===== src/rtl/ldst_pkg.sv =====
// rtl/ldst_pkg.sv - shared types and defaults for the D-type load/store sequencer
package ldst_pkg;

   localparam int LDST_DATA_W = 64;

   typedef enum logic [1:0] {
      IDLE = 2'd0,
      REQ  = 2'd1,
      DONE = 2'd2
   } state_t;

   typedef enum logic {
      OP_STORE = 1'b0,
      OP_LOAD  = 1'b1
   } op_kind_t;

endpackage


===== src/rtl/ldst_addr_gen.sv =====
// rtl/ldst_addr_gen.sv - effective address adder (base + offset) with doubleword misalignment flag
module ldst_addr_gen
   import ldst_pkg::*;
#(
   parameter int DATA_W = LDST_DATA_W
) (
   input  logic [DATA_W-1:0] i_base,
   input  logic [DATA_W-1:0] i_imm,
   output logic [DATA_W-1:0] o_addr,
   output logic              o_misalign
);

   // Carry out of the top bit is dropped: addresses wrap modulo 2^DATA_W.
   assign o_addr     = i_base + i_imm;
   assign o_misalign = (o_addr[2:0] != 3'b000);

endmodule


===== src/rtl/ldst_sequencer.sv =====
// rtl/ldst_sequencer.sv - LDUR/STUR request/ack sequencer with pipeline stall, timeout and fault.
// Optional alignment fault on accept when LDST_ALIGN_CHECK_EN is defined.
module ldst_sequencer
   import ldst_pkg::*;
#(
   parameter int DATA_W         = LDST_DATA_W,
   parameter int TIMEOUT_CYCLES = 255
) (
   input  logic              clk,
   input  logic              reset,
   input  logic              op_valid,
   input  logic              op_is_load,
   input  logic [DATA_W-1:0] base,
   input  logic [DATA_W-1:0] imm_ext,
   input  logic [DATA_W-1:0] st_data,
   input  logic [4:0]        rd_in,
   output logic              stall,
   output logic              mem_req,
   output logic              mem_we,
   output logic [DATA_W-1:0] mem_addr,
   output logic [DATA_W-1:0] mem_wdata,
   input  logic              mem_ack,
   input  logic [DATA_W-1:0] mem_rdata,
   output logic              wb_valid,
   output logic [4:0]        wb_rd,
   output logic [DATA_W-1:0] wb_data,
   output logic              fault
);

   localparam int             CNT_W    = $clog2(TIMEOUT_CYCLES + 1);
   localparam logic [CNT_W-1:0] CNT_LAST = CNT_W'(TIMEOUT_CYCLES - 1);

   state_t              r_state;
   op_kind_t            r_kind;
   logic [CNT_W-1:0]    r_cnt;
   logic [4:0]          r_rd;
   logic                r_mem_req;
   logic                r_mem_we;
   logic [DATA_W-1:0]   r_mem_addr;
   logic [DATA_W-1:0]   r_mem_wdata;
   logic                r_wb_valid;
   logic [4:0]          r_wb_rd;
   logic [DATA_W-1:0]   r_wb_data;
   logic                r_fault;

   logic [DATA_W-1:0]   w_addr;
   logic                w_misalign;
   logic                w_align_fault;

   ldst_addr_gen #(
      .DATA_W (DATA_W)
   ) u_addr_gen (
      .i_base     (base),
      .i_imm      (imm_ext),
      .o_addr     (w_addr),
      .o_misalign (w_misalign)
   );

`ifdef LDST_ALIGN_CHECK_EN
   assign w_align_fault = w_misalign;
`else
   logic w_unused_misalign;
   assign w_unused_misalign = w_misalign;
   assign w_align_fault     = 1'b0;
`endif

   // Stall is the only combinational output: the accept cycle must freeze EX immediately.
   assign stall = ((r_state == IDLE) && op_valid) || (r_state == REQ);

   always_ff @(posedge clk or posedge reset) begin
      if (reset) begin
         r_state     <= IDLE;
         r_kind      <= OP_STORE;
         r_cnt       <= '0;
         r_rd        <= '0;
         r_mem_req   <= 1'b0;
         r_mem_we    <= 1'b0;
         r_mem_addr  <= '0;
         r_mem_wdata <= '0;
         r_wb_valid  <= 1'b0;
         r_wb_rd     <= '0;
         r_wb_data   <= '0;
         r_fault     <= 1'b0;
      end else begin
         r_wb_valid <= 1'b0;
         r_fault    <= 1'b0;
         case (r_state)
            IDLE: begin
               if (op_valid) begin
                  r_kind <= op_is_load ? OP_LOAD : OP_STORE;
                  r_rd   <= rd_in;
                  r_cnt  <= '0;
                  if (w_align_fault) begin
                     r_fault <= 1'b1;
                     r_state <= DONE;
                  end else begin
                     r_mem_addr  <= w_addr;
                     r_mem_wdata <= st_data;
                     r_mem_we    <= ~op_is_load;
                     r_mem_req   <= 1'b1;
                     r_state     <= REQ;
                  end
               end
            end
            REQ: begin
               // Ack is tested first so an ack on the last allowed cycle still completes.
               if (mem_ack) begin
                  r_mem_req <= 1'b0;
                  r_mem_we  <= 1'b0;
                  if (r_kind == OP_LOAD) begin
                     r_wb_valid <= 1'b1;
                     r_wb_rd    <= r_rd;
                     r_wb_data  <= mem_rdata;
                  end
                  r_state <= DONE;
               end else if (r_cnt == CNT_LAST) begin
                  r_mem_req <= 1'b0;
                  r_mem_we  <= 1'b0;
                  r_fault   <= 1'b1;
                  r_state   <= DONE;
               end else begin
                  r_cnt <= r_cnt + 1'b1;
               end
            end
            DONE: begin
               r_state <= IDLE;
            end
            default: begin
               r_state <= IDLE;
            end
         endcase
      end
   end

   assign mem_req   = r_mem_req;
   assign mem_we    = r_mem_we;
   assign mem_addr  = r_mem_addr;
   assign mem_wdata = r_mem_wdata;
   assign wb_valid  = r_wb_valid;
   assign wb_rd     = r_wb_rd;
   assign wb_data   = r_wb_data;
   assign fault     = r_fault;

endmodule

===== config.mk =====
export PLATFORM = sky130hd
export DESIGN_NAME = ldst_sequencer
export DESIGN_NICKNAME = d
export VERILOG_FILES = /design/src/rtl/ldst_pkg.sv /design/src/rtl/ldst_addr_gen.sv /design/src/rtl/ldst_sequencer.sv
export SDC_FILE = /design/constraint.sdc
export NUM_CORES = 1
export LEC_CHECK = 0
export CAP_MARGIN = 20
export CORE_ASPECT_RATIO = 0.8
export CORE_MARGIN = 2
export CORE_UTILIZATION = 40
export CTS_BUF_LIST = sky130_fd_sc_hd__clkbuf_16
export DETAILED_ROUTE_END_ITERATION = 8
export PLACE_DENSITY = 0.82
export SYNTH_ARGS = -nofsm -noshare
export SYNTH_HDL_FRONTEND = slang
export SYNTH_SLANG_ARGS = --single-unit

===== constraint.sdc =====
create_clock -name clk -period 7.4 [get_ports clk]
set_input_delay 1.11 -clock clk [delete_from_list [all_inputs] [get_ports clk]]
set_output_delay 1.11 -clock clk [all_outputs]
set_load 0.02 [all_outputs]

==> results of run 1 <==
==> cell usage after synthesis, types with 4 or more instances <==
library cell    n  share of area [%]
nand2_1       544                 17
nor4_1          6               0.32
nand4_1        19                1.0
o22ai_1         4               0.21
xor2_1         26                1.9
clkbuf_1       58                1.8
nor2_1         40                1.3
o31ai_1         5               0.32
nor3_1          4               0.17
a211oi_1        6               0.38
ha_1           65                6.8
o21ai_1        32                1.3
or3_1           4               0.21
o21bai_1       13               0.82
a211o_1         5               0.37
dfrtp_1       217                 46
inv_1          30               0.95
a21oi_1        81                3.4
nand2b_1        9               0.47
nand3_1        19               0.80
buf_1           7               0.22
and3_1          7               0.37
nor2b_1         6               0.32
a21oi_2         5               0.37
a21o_1         34                2.1
xnor2_1        36                2.6
o21ai_0        66                2.8
and2_1          8               0.42
a31oi_1         8               0.42
==> sequential cells by signal (all words and copies together) (netlist names) <==
signal	count
mem_addr	64
mem_we	1
r_kind	1
wb_data	64
wb_rd	5
mem_wdata	64
r_rd	5
r_cnt	8
r_state	2
mem_req	1
fault	1
wb_valid	1
==> logic make-up (layout without fill, tap and decap cells) <==
kind of cell    count (synthesis)  in the layout  synth area share [%]
compound gates                299            299                  15.7
xor+xnor                       62             62                  4.56
fa+ha+maj                      66             66                  6.99
buf+inv                        99            549                  3.26
flops                         217            217                  45.6
mux                             2              2                 0.168
other cells                     0              7                     0
simple gates                  684            684                  23.8
==> worst min path at each step <==
stage / slack, ps / to / startpoint
2_1_floorplan: 440 / wb_rd[0] / r_rd[0]
3_3_place_gp: 460 / mem_addr[0] / mem_addr[0]
3_5_place_dp: 460 / mem_wdata[38] / mem_wdata[38]
4_1_cts: 480 / wb_data[2] / wb_data[2]
5_1_grt: 500 / wb_data[17] / wb_data[17]
6_report: 470 / wb_data[26] / wb_data[26]
==> area by class of cell <==
cell class	count	area, µm²
Multi-Input combinational cell	1113	6110
Fill cell	2489	11600
Timing Repair Buffer	474	4760
Tap cell	377	472
Sequential cell	217	5430
Antenna cell	7	17.5
Clock inverter	19	193
Clock buffer	25	626
Inverter	31	124
==> power by group <==
| part | leakage [nW] | internal [mW] | switching (mW) | total, mW |
|---|---|---|---|---|
| Clock | 0.405 | 0.750 | 0.513 | 1.26 |
| Sequential | 2.70 | 1.71 | 0.305 | 2.01 |
| Combinational | 5.14 | 1.32 | 1.64 | 2.96 |
| Total | 8.25 | 3.78 | 2.46 | 6.24 |
==> per-stage QoR <==
stage / hold WS (ps) / utilization (%) / setup slack (ps) / power [mW] / cells
6_report: 473 / 60.5 / 3310 / 6.24 / 2263
5_1_grt: 498 / 60.5 / 3110 / 6.58 / 2263
4_1_cts: 477 / 60.3 / 3400 / 6.27 / 2254
3_5_place_dp: 461 / 57.5 / 2870 / 4.99 / 2210
3_3_place_gp: 456 / 57.5 / 2900 / 4.92 / 2210
2_1_floorplan: 439 / - / 354 / 3.44 / 1429
==> layer usage <==
layer	vias to the layer above	global-route usage, %	routed length, µm
met5	-	0	30
met4	4	11.4	1710
met3	84	4.94	3120
met2	505	40.8	19100
met1	5529	32.2	16600
li1	5680	-	-
==> critical path, delay by kind of cell <==
family	cells	cell delay [ps]
buffers and inverters	2	540
xor gates and xnor gates	1	170
and+or+nand+nor	2	350
AOI/OAI and AO/OA	7	1700
adders and majority gates	2	600
==> results.py, run 1 <==
metrics = {
    "drt": {
        "routed_wl_um": 40600,
        "post-route-drc-count": 0,
        "dr.pass1.iters": 5,
        "wl_per_cell_um": 17.9,
        "drt_iter0_drc": 685,
        "vias_per_cell": 5.22,
        "num_vias": 11800,
        "drt.antenna.violating_nets": 0,
    },
    "place": {
        "placed_area_um2": 16800,
        "dp_hpwl_um": 30700,
        "port_buffers": 467,
        "place_congestion": 0.942,
    },
    "outcome": {
        "status": "finished clean",
    },
    "worst_hold_path": {
        "hold_depth": 2,
        "hp-class": "flip-flop to flip-flop",
    },
    "clocking": {
        "cts_tree": "done",
        "clock_sinks": 217,
        "post_cts_buffers": 0,
        "cts_hold_buf": 0,
        "postCtsResizedCells": 0,
        "clkLatencyLatePin_ps": 530,
        "numCtsBuffers": 24,
        "cts.path.max_buffers": 3,
        "cts_root_buf": "clkbuf_16",
        "cts.clk_slew.worst_paths_ps": 70,
        "htree_num_levels": 1,
    },
    "critical_path": {
        "cp_max_fo": 4,
        "rrSetupSlack_ps": 4760,
        "crit_slowest_cell": "clkdlybuf4s50_1",
        "end_kind": "flip-flop",
        "start_kind": "primary input",
        "crit_arrival_ps": 4460,
        "endpoint": "mem_addr[56]",
        "worstSetupPathType": "primary input to flip-flop",
        "rr_endpoint": "r_cnt[7]",
        "reg2reg_from": "r_state[0]",
        "crit_path_max_incr_delay_ps": 480,
        "crit_chain": "clkdlybuf4s50_1 -> ha_1 -> inv_1 -> fa_1 -> nor2b_1 -> o2111ai_1 -> a211o_1 -> a311oi_2 -> a21oi_2 -> o211a_1 -> nor2_2 -> a41oi_1 -> xor2_1 -> o21ai_1",
        "startpoint": "base[0]",
        "ff2ff_path_depth": 6,
        "required_ps": 7780,
    },
    "die": {
        "dieWidth_um": 197,
        "initial_utilization_pct": 40.7,
        "rows": 56,
        "io_pins": 468,
        "die_h_um": 158,
        "core_area_um2": 29300,
        "dieArea_um2": 31200,
    },
    "synth": {
        "synth_seq_cells": 217,
        "synth_fp_nets": 1761,
        "synth_edf_count": 0,
        "post_synth_num_cell_types": 68,
        "syn_avg_cell_area_um2": 8.34,
        "async_reset_ff_share_pct": 100,
        "ys.warnings.count": 0,
        "ys_seq_area_share_pct": 45.6,
        "synth_cells": 1429,
        "ys.flop_type": "dfrtp_1",
        "synth_area_um2": 11900,
    },
    "final_layout": {
        "area_growth_pct": 48.8,
        "design_area_um2": 17700,
        "final_cell_mix": "543 x nand2_1, 467 x clkdlybuf4s50_1, 217 x dfrtp_1",
        "drive_gt1_share_pct": 3.41,
        "fin_nets": 2193,
        "final_common_cell": "nand2_1",
    },
    "power_and_ir_drop": {
        "cellLeakagePower_nw": 8.25,
        "peakVddDrop_mv": 0.190,
        "p_per_area_nw_per_um2": 352,
    },
    "timing": {
        "hold_viol": 0,
        "tns_ps": 0,
        "timing.fmax_mhz": 245,
        "period_share_pct": 55.2,
        "rsz0062_at_grt": "false",
        "tightest_slew_ps": 1040,
        "max_slew_margin_pct": 30.7,
        "fin_skew_ps": 15.3,
        "min_period_ps": 4090,
        "slew_viol_final": 0,
        "finalSetupViolations": 0,
    },
    "global_route": {
        "grt_max_degree": 117,
        "gr-total-overflow": 0,
        "grt_pass1_wl_um": 61500,
        "grtUsageTotal_pct": 25.0,
        "grt_pass1_vias": 11200,
        "antenna_found_initial": 9,
    },
    "run": {
        "cap_violations": 0,
    },
}
No activity file was read; power rests on OpenSTA's default activity.
==> run 2, diff against run 1 <==
--- a/config.mk
+++ b/config.mk
@@ -6,12 +6,11 @@
 export NUM_CORES = 1
 export LEC_CHECK = 0
 export CAP_MARGIN = 20
-export CORE_ASPECT_RATIO = 0.8
-export CORE_MARGIN = 2
-export CORE_UTILIZATION = 40
+export CORE_AREA = 2 2 181 183
 export CTS_BUF_LIST = sky130_fd_sc_hd__clkbuf_16
 export DETAILED_ROUTE_END_ITERATION = 8
-export PLACE_DENSITY = 0.82
+export DIE_AREA = 0 0 183 185
+export PLACE_DENSITY = 0.75
 export SYNTH_ARGS = -nofsm -noshare
 export SYNTH_HDL_FRONTEND = slang
 export SYNTH_SLANG_ARGS = --single-unit
==> constraint.sdc (replaced) <==
create_clock -name clk -period 4.2 [get_ports clk]
set_input_delay 0.63 -clock clk [delete_from_list [all_inputs] [get_ports clk]]
set_output_delay 0.63 -clock clk [all_outputs]
set_load 0.02 [all_outputs]
==> results.py, run 2 (synthesis gave the netlist of run 1 again) <==
metrics = {
    "outcome": {
        "status": "finished clean",
    },
    "global_route": {
        "grt_pass1_vias": 11400,
        "grtUsageTotal_pct": 23.5,
        "antenna_found_initial": 2,
        "grt_max_degree": 89,
        "grt_pass1_wl_um": 62500,
        "gr-total-overflow": 0,
    },
    "die": {
        "die_h_um": 185,
        "initial_utilization_pct": 37.2,
        "dieArea_um2": 33900,
        "rows": 66,
        "io_pins": 468,
        "core_area_um2": 32000,
        "dieWidth_um": 183,
    },
    "clocking": {
        "postCtsResizedCells": 0,
        "post_cts_buffers": 0,
        "htree_num_levels": 1,
        "numCtsBuffers": 25,
        "clock_sinks": 217,
        "cts.clk_slew.worst_paths_ps": 60,
        "clkLatencyLatePin_ps": 530,
        "cts_root_buf": "clkbuf_16",
        "cts.path.max_buffers": 3,
        "cts_tree": "done",
        "cts_hold_buf": 0,
    },
    "drt": {
        "drt_iter0_drc": 799,
        "vias_per_cell": 5.15,
        "drt.antenna.violating_nets": 0,
        "num_vias": 11800,
        "post-route-drc-count": 0,
        "wl_per_cell_um": 18.3,
        "dr.pass1.iters": 5,
        "routed_wl_um": 42000,
    },
    "worst_hold_path": {
        "hp-class": "primary input to async pin",
    },
    "timing": {
        "tns_ps": 0,
        "hold_viol": 0,
        "fin_skew_ps": 20.9,
        "hold_slack_ps": 401,
        "max_slew_margin_pct": 35.0,
        "rsz0062_at_grt": "false",
        "finalSetupViolations": 0,
        "slew_viol_final": 0,
        "fin_ws_ps": 683,
        "tightest_slew_ps": 976,
        "period_share_pct": 83.7,
        "min_period_ps": 3520,
        "timing.fmax_mhz": 284,
    },
    "critical_path": {
        "ff2ff_path_depth": 7,
        "required_ps": 4560,
        "rrSetupSlack_ps": 1950,
        "start_kind": "primary input",
        "crit_arrival_ps": 3880,
        "cp_max_fo": 4,
        "worstSetupPathType": "primary input to flip-flop",
        "end_kind": "flip-flop",
    },
    "power_and_ir_drop": {
        "p_per_area_nw_per_um2": 615,
        "cellLeakagePower_nw": 8.26,
        "peakVddDrop_mv": 0.416,
    },
    "final_layout": {
        "fillCellCount": 2856,
        "design_area_um2": 17800,
        "final_cell_mix": "543 x nand2_1, 467 x clkdlybuf4s50_1, 217 x dfrtp_1",
        "drive_gt1_share_pct": 3.66,
        "area_growth_pct": 49.2,
        "fin_nets": 2199,
        "final_common_cell": "nand2_1",
    },
    "place": {
        "pre_cts_slack_ps": 218,
        "placed_area_um2": 17000,
        "dp_hpwl_um": 32200,
        "port_buffers": 467,
        "place_congestion": 0.982,
    },
    "run": {
        "cap_violations": 0,
    },
}
run 2: cell types whose count changed in the layout (fill, tap and decap cells not counted), sizes merged:
cell / change
buf: +5
diode: -5
bufinv: -2
clkinv: +1
run 2: stage by stage:
| stage | util [%] | cells | power [mW] |
|---|---|---|---|
| floorplan | - | 1429 | 6.05 |
| global placement | 53.0 | 2246 | 8.77 |
| detailed placement | 53.0 | 2247 | 8.87 |
| CTS | 55.4 | 2290 | 11.0 |
| global route | 55.5 | 2292 | 11.5 |
| finish | 55.5 | 2293 | 10.9 |
run 2: final cells by class:
class	count	area, µm²	area share (%)
Antenna cell	2	5.00	0.0281
Clock buffer	25	626	3.52
Clock inverter	18	144	0.809
Inverter	31	120	0.675
Multi-Input combinational cell	1113	6110	34.3
Sequential cell	217	5430	30.5
Tap cell	408	510	2.87
Timing Repair Buffer	479	4840	27.2
run 2: where the power goes:
| group | internal [mW] | switching, mW | total, mW |
|---|---|---|---|
| sequential | 3.01 | 0.517 | 3.53 |
| combinational | 2.35 | 2.96 | 5.30 |
| clock | 1.20 | 0.901 | 2.10 |
| total | 6.56 | 4.37 | 10.9 |
run 2: critical path, cell delays in order:
cell and delay [ps]:
clkdlybuf4s50_1 460, ha_1 170, inv_1 60, fa_1 390, nor2b_1 170, o2111ai_1 220
a211o_1 360, a311oi_2 420, a21oi_2 170, o211a_1 260, nor2_2 180, a41oi_1 160
xor2_1 150, o21ai_1 70
run 2: final timing paths:
kind | from | to
setup / recovery | base[0] | mem_addr[56]
hold / removal | reset | mem_wdata[26]
setup reg to reg | r_state[0] | mem_addr[57]
hold reg to reg | r_rd[1] | wb_rd[1]
max in group asynchronous | reset | wb_data[53]
min in group clk | r_rd[1] | wb_rd[1]
run 2: routing by layer:
layer  part of all wire (%)  track usage [%]  vias to the layer above
met5                      0                0                        -
met4                    5.3             11.5                        0
met3                    8.4             5.41                      106
met2                     48             40.6                      516
met1                     38             27.7                     5502
li1                       -                -                     5685
